[config.mk]
export PLATFORM = sky130hd
export DESIGN_NAME = proj_extender_stream
export DESIGN_NICKNAME = d
export VERILOG_FILES = /design/src/rtl/proj_extender_stream.sv
export SDC_FILE = /design/constraint.sdc
export NUM_CORES = 1
export LEC_CHECK = 0
export CAP_MARGIN = 20
export CORE_MARGIN = 2
export CORE_UTILIZATION = 32
export CTS_BUF_LIST = sky130_fd_sc_hd__clkbuf_4
export DETAILED_ROUTE_END_ITERATION = 8
export PLACE_DENSITY = 0.62
export SLEW_MARGIN = 20
export SYNTH_ARGS = -nofsm -noshare
export SYNTH_HDL_FRONTEND = slang
export SYNTH_SLANG_ARGS = --single-unit
[constraint.sdc]
create_clock -name clk -period 2.9 [get_ports clk]
set_clock_uncertainty 0.1 [all_clocks]
set_input_delay 0.58 -clock clk [delete_from_list [all_inputs] [get_ports clk]]
set_output_delay 0.58 -clock clk [all_outputs]
set_load 0.02 [all_outputs]
[src/rtl/proj_extender_stream.sv]
// proj_extender_stream: streams one-hot GFM parts of a fragment for each k-mer index, with handshakes on both sides.
// Each index produces PARTS beats; the next transaction can load during the final beat.
module proj_extender_stream #(
   parameter int FRAG_LEN          = 64,
   parameter int KMER_LEN          = 16,
   parameter int BASE_LEN          = 2,
   parameter int ONE_HOT_LEN       = 4,
   parameter int PART_BASES        = 8,
   parameter int INDICES_COUNT     = 4,
   parameter int INDICE_LEN        = 8,
   parameter int SIGNED_INDICE_LEN = INDICE_LEN + 1
) (
   input  logic                                           clk,
   input  logic                                           rst_n,
   input  logic                                           in_valid,
   output logic                                           in_ready,
   input  logic [FRAG_LEN*BASE_LEN-1:0]                   in_fragment,
   input  logic [INDICES_COUNT*INDICE_LEN-1:0]            in_kmer_indices,
   input  logic [$clog2(INDICES_COUNT+1)-1:0]             in_count,
   input  logic                                           in_revcomp,
   output logic                                           out_valid,
   input  logic                                           out_ready,
   output logic [SIGNED_INDICE_LEN-1:0]                   out_index,
   output logic [PART_BASES*ONE_HOT_LEN-1:0]              out_gfm,
   output logic [$clog2(FRAG_LEN/PART_BASES)-1:0]         out_part_idx,
   output logic                                           out_first,
   output logic                                           out_last,
   output logic                                           busy
);
   localparam int PARTS  = FRAG_LEN / PART_BASES;
   localparam int PW     = $clog2(PARTS);
   localparam int CW     = $clog2(INDICES_COUNT + 1);
   localparam int IW     = INDICES_COUNT > 1 ? $clog2(INDICES_COUNT) : 1;
   localparam int PART_W = PART_BASES * BASE_LEN;
   localparam int OFFSET = (FRAG_LEN - KMER_LEN) / 2;

   typedef enum logic {S_IDLE, S_STREAM} state_t;

   state_t                             r_state, w_next;
   logic [FRAG_LEN*BASE_LEN-1:0]       r_frag, w_rc;
   logic [INDICES_COUNT*INDICE_LEN-1:0] r_ind;
   logic [CW-1:0]                      r_count, w_cnt_sat;
   logic [PW-1:0]                      r_part;
   logic [IW-1:0]                      r_idx;
   logic [PART_W-1:0]                  w_part_bits;
   logic [PART_BASES*ONE_HOT_LEN-1:0]  w_gfm;
   logic [INDICE_LEN-1:0]              w_ind;
   logic                               w_final, w_accept, w_out_hs, w_part_end;

   assign w_part_end = r_part == PW'(PARTS - 1);
   assign w_final    = w_part_end && (CW'(r_idx) == r_count - CW'(1));
   assign in_ready   = r_state == S_IDLE || (w_final && out_ready);
   assign w_accept   = in_valid && in_ready;
   assign w_out_hs   = out_valid && out_ready;
   assign w_cnt_sat  = in_count > CW'(INDICES_COUNT) ? CW'(INDICES_COUNT) : in_count;

   // Reverse complement is folded in at capture so streaming never needs to know the mode.
   always_comb begin
      w_rc = '0;
      for (int k = 0; k < FRAG_LEN; k++)
         w_rc[k*BASE_LEN +: BASE_LEN] = ~in_fragment[(FRAG_LEN-1-k)*BASE_LEN +: BASE_LEN];
   end

   always_ff @(posedge clk or negedge rst_n)
      if (!rst_n) r_state <= S_IDLE;
      else        r_state <= w_next;

   always_comb begin
      w_next = r_state;
      if (w_accept)               w_next = in_count == '0 ? S_IDLE : S_STREAM;
      else if (w_out_hs && w_final) w_next = S_IDLE;
   end

   always_ff @(posedge clk or negedge rst_n)
      if (!rst_n) begin
         r_frag  <= '0;
         r_ind   <= '0;
         r_count <= '0;
         r_part  <= '0;
         r_idx   <= '0;
      end else if (w_accept) begin
         r_frag  <= in_revcomp ? w_rc : in_fragment;
         r_ind   <= in_kmer_indices;
         r_count <= w_cnt_sat;
         r_part  <= '0;
         r_idx   <= '0;
      end else if (w_out_hs) begin
         r_part  <= w_part_end ? '0 : r_part + PW'(1);
         r_idx   <= w_part_end ? r_idx + IW'(1) : r_idx;
      end

   assign w_part_bits = r_frag[r_part*PART_W +: PART_W];
   assign w_ind       = r_ind[r_idx*INDICE_LEN +: INDICE_LEN];

   always_comb begin
      w_gfm = '0;
      for (int j = 0; j < PART_BASES; j++)
         w_gfm[j*ONE_HOT_LEN +: ONE_HOT_LEN] = ONE_HOT_LEN'(1) << w_part_bits[j*BASE_LEN +: BASE_LEN];
   end

   assign out_valid    = r_state == S_STREAM;
   assign busy         = out_valid;
   assign out_index    = out_valid ? {1'b0, w_ind} - SIGNED_INDICE_LEN'(OFFSET) : '0;
   assign out_gfm      = out_valid ? w_gfm : '0;
   assign out_part_idx = out_valid ? r_part : '0;
   assign out_first    = out_valid && r_part == '0;
   assign out_last     = out_valid && w_final;
endmodule

; ---- Yosys cells after proc, flatten, opt, wreduce, memory -nomap -nowiden
; Index checks and enable logic that the tools add are counted.
[classes]
add_sub_neg = 4
multipliers = 0
n_div = 0
order_cmp = 1
n_eq_ne = 2
shifts = 10
mux = 14
bitwise_logic = 65
n_reduce_logical = 14
[op_table]
columns = op, count
row1 = 2-to-1 mux 128 bit, 1
row2 = NOT 2 bit, 64
row3 = indexed part select 128 x 8 -> 16 bit, 1
row4 = 2-to-1 mux 32 bit, 1
row5 = indexed part select 32 x 6 -> 8 bit, 1
row6 = left shift 1 x 2 -> 4 bit (first input constant), 8
row7 = 2-to-1 mux 3 bit, 5
row8 = 2-to-1 mux 9 bit, 1
row9 = subtractor 8 x 5 -> 9 bit (second input constant), 1
row10 = logical AND 1 bit, 7
row11 = zero test 3 bit, 2
row12 = 2-to-1 mux 2 bit, 3
row13 = nonzero test 2 bit, 3
row14 = adder 3 x 1 -> 3 bit (second input constant), 1
row15 = == test 2 x 3 -> 1 bit, 1
row16 = == test 3 bit (second input constant), 1
row17 = > comparator 3 bit (second input constant), 1
row18 = 2-to-1 mux 1 bit, 3
row19 = subtractor 3 x 1 -> 3 bit (second input constant), 1
row20 = adder 2 x 1 -> 2 bit (second input constant), 1
row21 = AND reduction 2 bit, 1
row22 = logical OR 1 bit, 1
row23 = NOT 1 bit, 1
[word_totals]
reg_bits = 169
latch_bits = 0
ramBits = 0
mem_bits_ro = 0
in_bits = 168
out_inout_bits = 49
word_cells = 116
memories = 0

; ---- Depth between registers and ports, before layout
[depth]
depth_word = 8
depth_mapped = 8
ltp_nobuf = 6

; ---- Least setup slack after synthesis
; No wires, ideal clock.
[synth_timing]
path_kind = register to output
start = register r_idx[0]
end = output port out_index[8]
t_arrival_ns = 2.118
required_time_ns = 2.220
slack_ns = 0.102
stages_incl_launch_ff = 5
path_buffers = 1
cell_sequence = dfrtp_1 > buf_2 > mux4_2 > a21oi_1 > nor4b_1
[synth_via]
elab_chain_len = 3
[synth_lines]
columns = item, line_no
row1 = "start, declared", 44  ; logic [IW-1:0] r_idx;
row2 = "start signal, assigned", 89  ; r_idx <= w_part_end ? r_idx + IW'(1) : r_idx;
row3 = indexed part select 32 x 6 -> 8 bit, 93  ; assign w_ind = r_ind[r_idx*INDICE_LEN +: INDICE_LEN];
row4 = subtractor 8 x 5 -> 9 bit, 103  ; assign out_index = out_valid ? {1'b0, w_ind} - SIGNED_INDICE_LEN'(OFFSET) : '0;
row5 = 2-to-1 mux 9 bit, 103
row6 = "end, declared", 23  ; output logic [SIGNED_INDICE_LEN-1:0] out_index,
; Every way passes these cells.

; ---- Worst setup path after layout
[layout_timing]
start = register r_part[0]
end = output port out_gfm[10]
[layout_via]
elab_chain_len = 3
[layout_lines]
columns = item, line_no
row1 = "start, declared", 43  ; logic [PW-1:0] r_part;
row2 = "start signal, assigned", 88  ; r_part <= w_part_end ? '0 : r_part + PW'(1);
row3 = indexed part select 128 x 8 -> 16 bit, 92  ; assign w_part_bits = r_frag[r_part*PART_W +: PART_W];
row4 = left shift 1 x 2 -> 4 bit, 98  ; w_gfm[j*ONE_HOT_LEN +: ONE_HOT_LEN] = ONE_HOT_LEN'(1) << w_part_bits[j*BASE_LEN +: BASE_LEN];
row5 = 2-to-1 mux 32 bit, 104  ; assign out_gfm = out_valid ? w_gfm : '0;
row6 = "end, declared", 24  ; output logic [PART_BASES*ONE_HOT_LEN-1:0] out_gfm,
; Every way passes these cells.

==> results.cfg <==
[status]
run_status = finished with violations
violations = negative setup slack

[clock_network]
cts_sinks = 169
htree_levels = 4
insertion_delay_ns = 0.56
cts.clk_slew.worst_paths_ns = 0.15
cts_root_buffer = clkbuf_4
cts_buffer_depth = 2
cts_tree = built
cts_buffers = 17

[power_and_ir_drop]
p_leak_nw = 5.91
peakVddDrop_mv = 1.13
powerDensity_mw_per_mm2 = 1050

[layout]
finalNonFillerCells = 1470
most-common-layout-cells = 169 x clkdlybuf4s50_1, 166 x dfrtp_1, 102 x mux2_1
final_core_util_pct = 45.1
fin_nets = 1238
drive_gt1_share_pct = 28.3
synthToLayoutAreaGrowth_pct = 38.6
fill_cells = 2823
final_common_cell = clkdlybuf4s50_1

[floorplan]
die_height_um = 178
coreArea_mm2 = 0.0296
start_util_pct = 32.6
dieArea_mm2 = 0.0316
pin_count = 217
die_x_um = 178
num_rows = 63

[drt]
vias = 6897
wl_met3_mm = 1.21
wl_met2_mm = 13.4
wire_per_inst_um = 17.9
drt-pass1-iter-count = 5
top_layer = met5
wl_met1_mm = 11.4
antenna_left = 0
drc = 0
dr.first_iter.drc_count = 295
wirelength_mm = 26.3
avgViaCountPerCell = 4.69

[worst_setup_path]
cp.required_ns = 2.22
end_kind = output pin
crit_path_start_kind = flop
crit_type = reg2out
path_max_fanout = 8
cp_data_arrival_time_ns = 2.53

[timing]
fin_hold_ws_ns = 0.398
finalSetupViolCount = 36
finalSetupTns_ns = -7.47
rsz0062_at_grt = true
hold_violations = 0
period_minus_slack_ns = 3.21
slew_headroom_pct = 60.2
maxSlewViolCount = 0
min_period_over_period_pct = 111
layout_setup_ws_ns = -0.308
fmax_mhz = 312
tightestPinTransition_ns = 0.597

[grt]
grt_pass1_vias = 7324
grt_pass1_wl_mm = 40.7
grt_max_degree = 59
grt-ovfl-total = 0
grt_usage_pct = 16.9
antenna_found_initial = 3

[placed_design]
hpwl_mm = 19.4
pre_cts_ws_ns = -0.169
gp_congestion = 0.789
dp_cells = 1412
port_buffers = 216

[yosys]
synth_cells = 814
avgSynthCellArea_um2 = 11.9
synth_area_leaders = dfrtp_1 44%, mux2_1 12%, mux4_2 8.2%
yosysTopAreaCell = dfrtp_1
synth_warnings = 0
seq_area_frac_synth_pct = 43.8
syn-num-nets = 987
yosysUniqueCellTypes = 32
ys_ff_latch = 169
synth_top_area_share_pct = 43.8
syn_area_mm2 = 0.00965

[hold_path]
hp-class = reg2reg

[job]
cap_violations = 0
==> synth_stat cells <==
| cell type | count |
|---|---|
| buf_6 | 7 |
| buf_4 | 2 |
| and3_1 | 2 |
| o22ai_2 | 1 |
| buf_12 | 1 |
| dfrtp_1 | 169 |
| or2_0 | 6 |
| nor4b_1 | 1 |
| nor3_1 | 5 |
| mux2i_1 | 76 |
| nor3b_1 | 1 |
| buf_1 | 4 |
| mux4_1 | 5 |
| buf_8 | 9 |
| nand2_1 | 14 |
| and2_1 | 5 |
| buf_2 | 13 |
| mux2_2 | 65 |
| xnor2_1 | 3 |
| nand3_1 | 2 |
| mux4_2 | 35 |
| o21ai_0 | 2 |
| xor2_1 | 5 |
| nand2b_1 | 2 |
| mux2_4 | 6 |
| nor2_1 | 104 |
| clkbuf_1 | 21 |
| nand4_1 | 2 |
| a21oi_1 | 68 |
| inv_1 | 71 |
| ha_1 | 5 |
| mux2_1 | 102 |
==> routing by layer <==
metal / vias up / track usage, %
li1: 3352 / -
met5: - / 0
met3: 14 / 3.62
met1: 3373 / 21.4
met2: 156 / 29.7
met4: 2 / 3.59
==> through the flow <==
step | instance area (um^2) | power [mW]
global route | 13400 | 15.0
CTS | 13100 | 13.3
floorplan | 9650 | 8.27
finish | 13400 | 14.1
global placement | 12500 | 11.2
detailed placement | 12500 | 11.3
==> area by class of cell <==
type	count	area, um^2	area share (%)
Tap cell	390	488	3.65
Timing Repair Buffer	289	3020	22.6
Antenna cell	2	5.00	0.0374
Clock buffer	17	128	0.954
Multi-Input combinational cell	517	5050	37.8
Clock inverter	15	173	1.29
Sequential cell	169	4230	31.6
Inverter	71	270	2.02
==> critical path, cell delays in order, from the launching register on <==
cell and delay, ns:
dfrtp_2 0.48, buf_12 0.17, buf_4 0.12, buf_6 0.09
mux4_2 0.55, mux2_4 0.33, nor2_4 0.11, buf_6 0.12
==> where the power goes <==
part           switching [mW]  internal (mW)  total [mW]
Combinational            3.76           4.60        8.37
Clock                   0.976          0.481        1.46
Sequential              0.717           3.52        4.23
Total                    5.46           8.60        14.1
==> worst paths after layout <==
check,startpoint,endpoint,slack [ns],depth (start not counted)
setup / recovery,r_part[0],out_gfm[10],-0.31,7
hold / removal,r_frag[109],r_frag[109],0.40,1
setup reg to reg,r_part[0],r_frag[79],0.15,11
hold reg to reg,r_frag[109],r_frag[109],0.40,1
max in group asynchronous,rst_n,r_part[1],1.49,3
min in group asynchronous,rst_n,r_frag[118],0.46,2
==> registers in the layout (all words and copies together), names as in the netlist <==
signal   cells
busy         1
r_count      3
r_frag     128
r_idx        2
r_ind       32
r_part       3
==> logic make-up after synthesis <==
logic type,after synthesis,share of synthesized area (%)
simple gates,144,6.22
buf+inv,128,6.99
mux,289,37.8
fa+ha+maj,5,0.648
xor+xnor,8,0.726
compound gates,71,3.76
flops,169,43.8
==> what timing repair did <==
action                                 4_1_cts  5_1_grt
pin swaps                                    7       15
endpoints found under the hold margin       56        0
hold buffers                                 1        0
setup endpoints to repair                   46       42
buffers inserted                            14       12
gates cloned                                 1        0
resized for setup                          244      100
No activity file was read; power rests on OpenSTA's default activity.
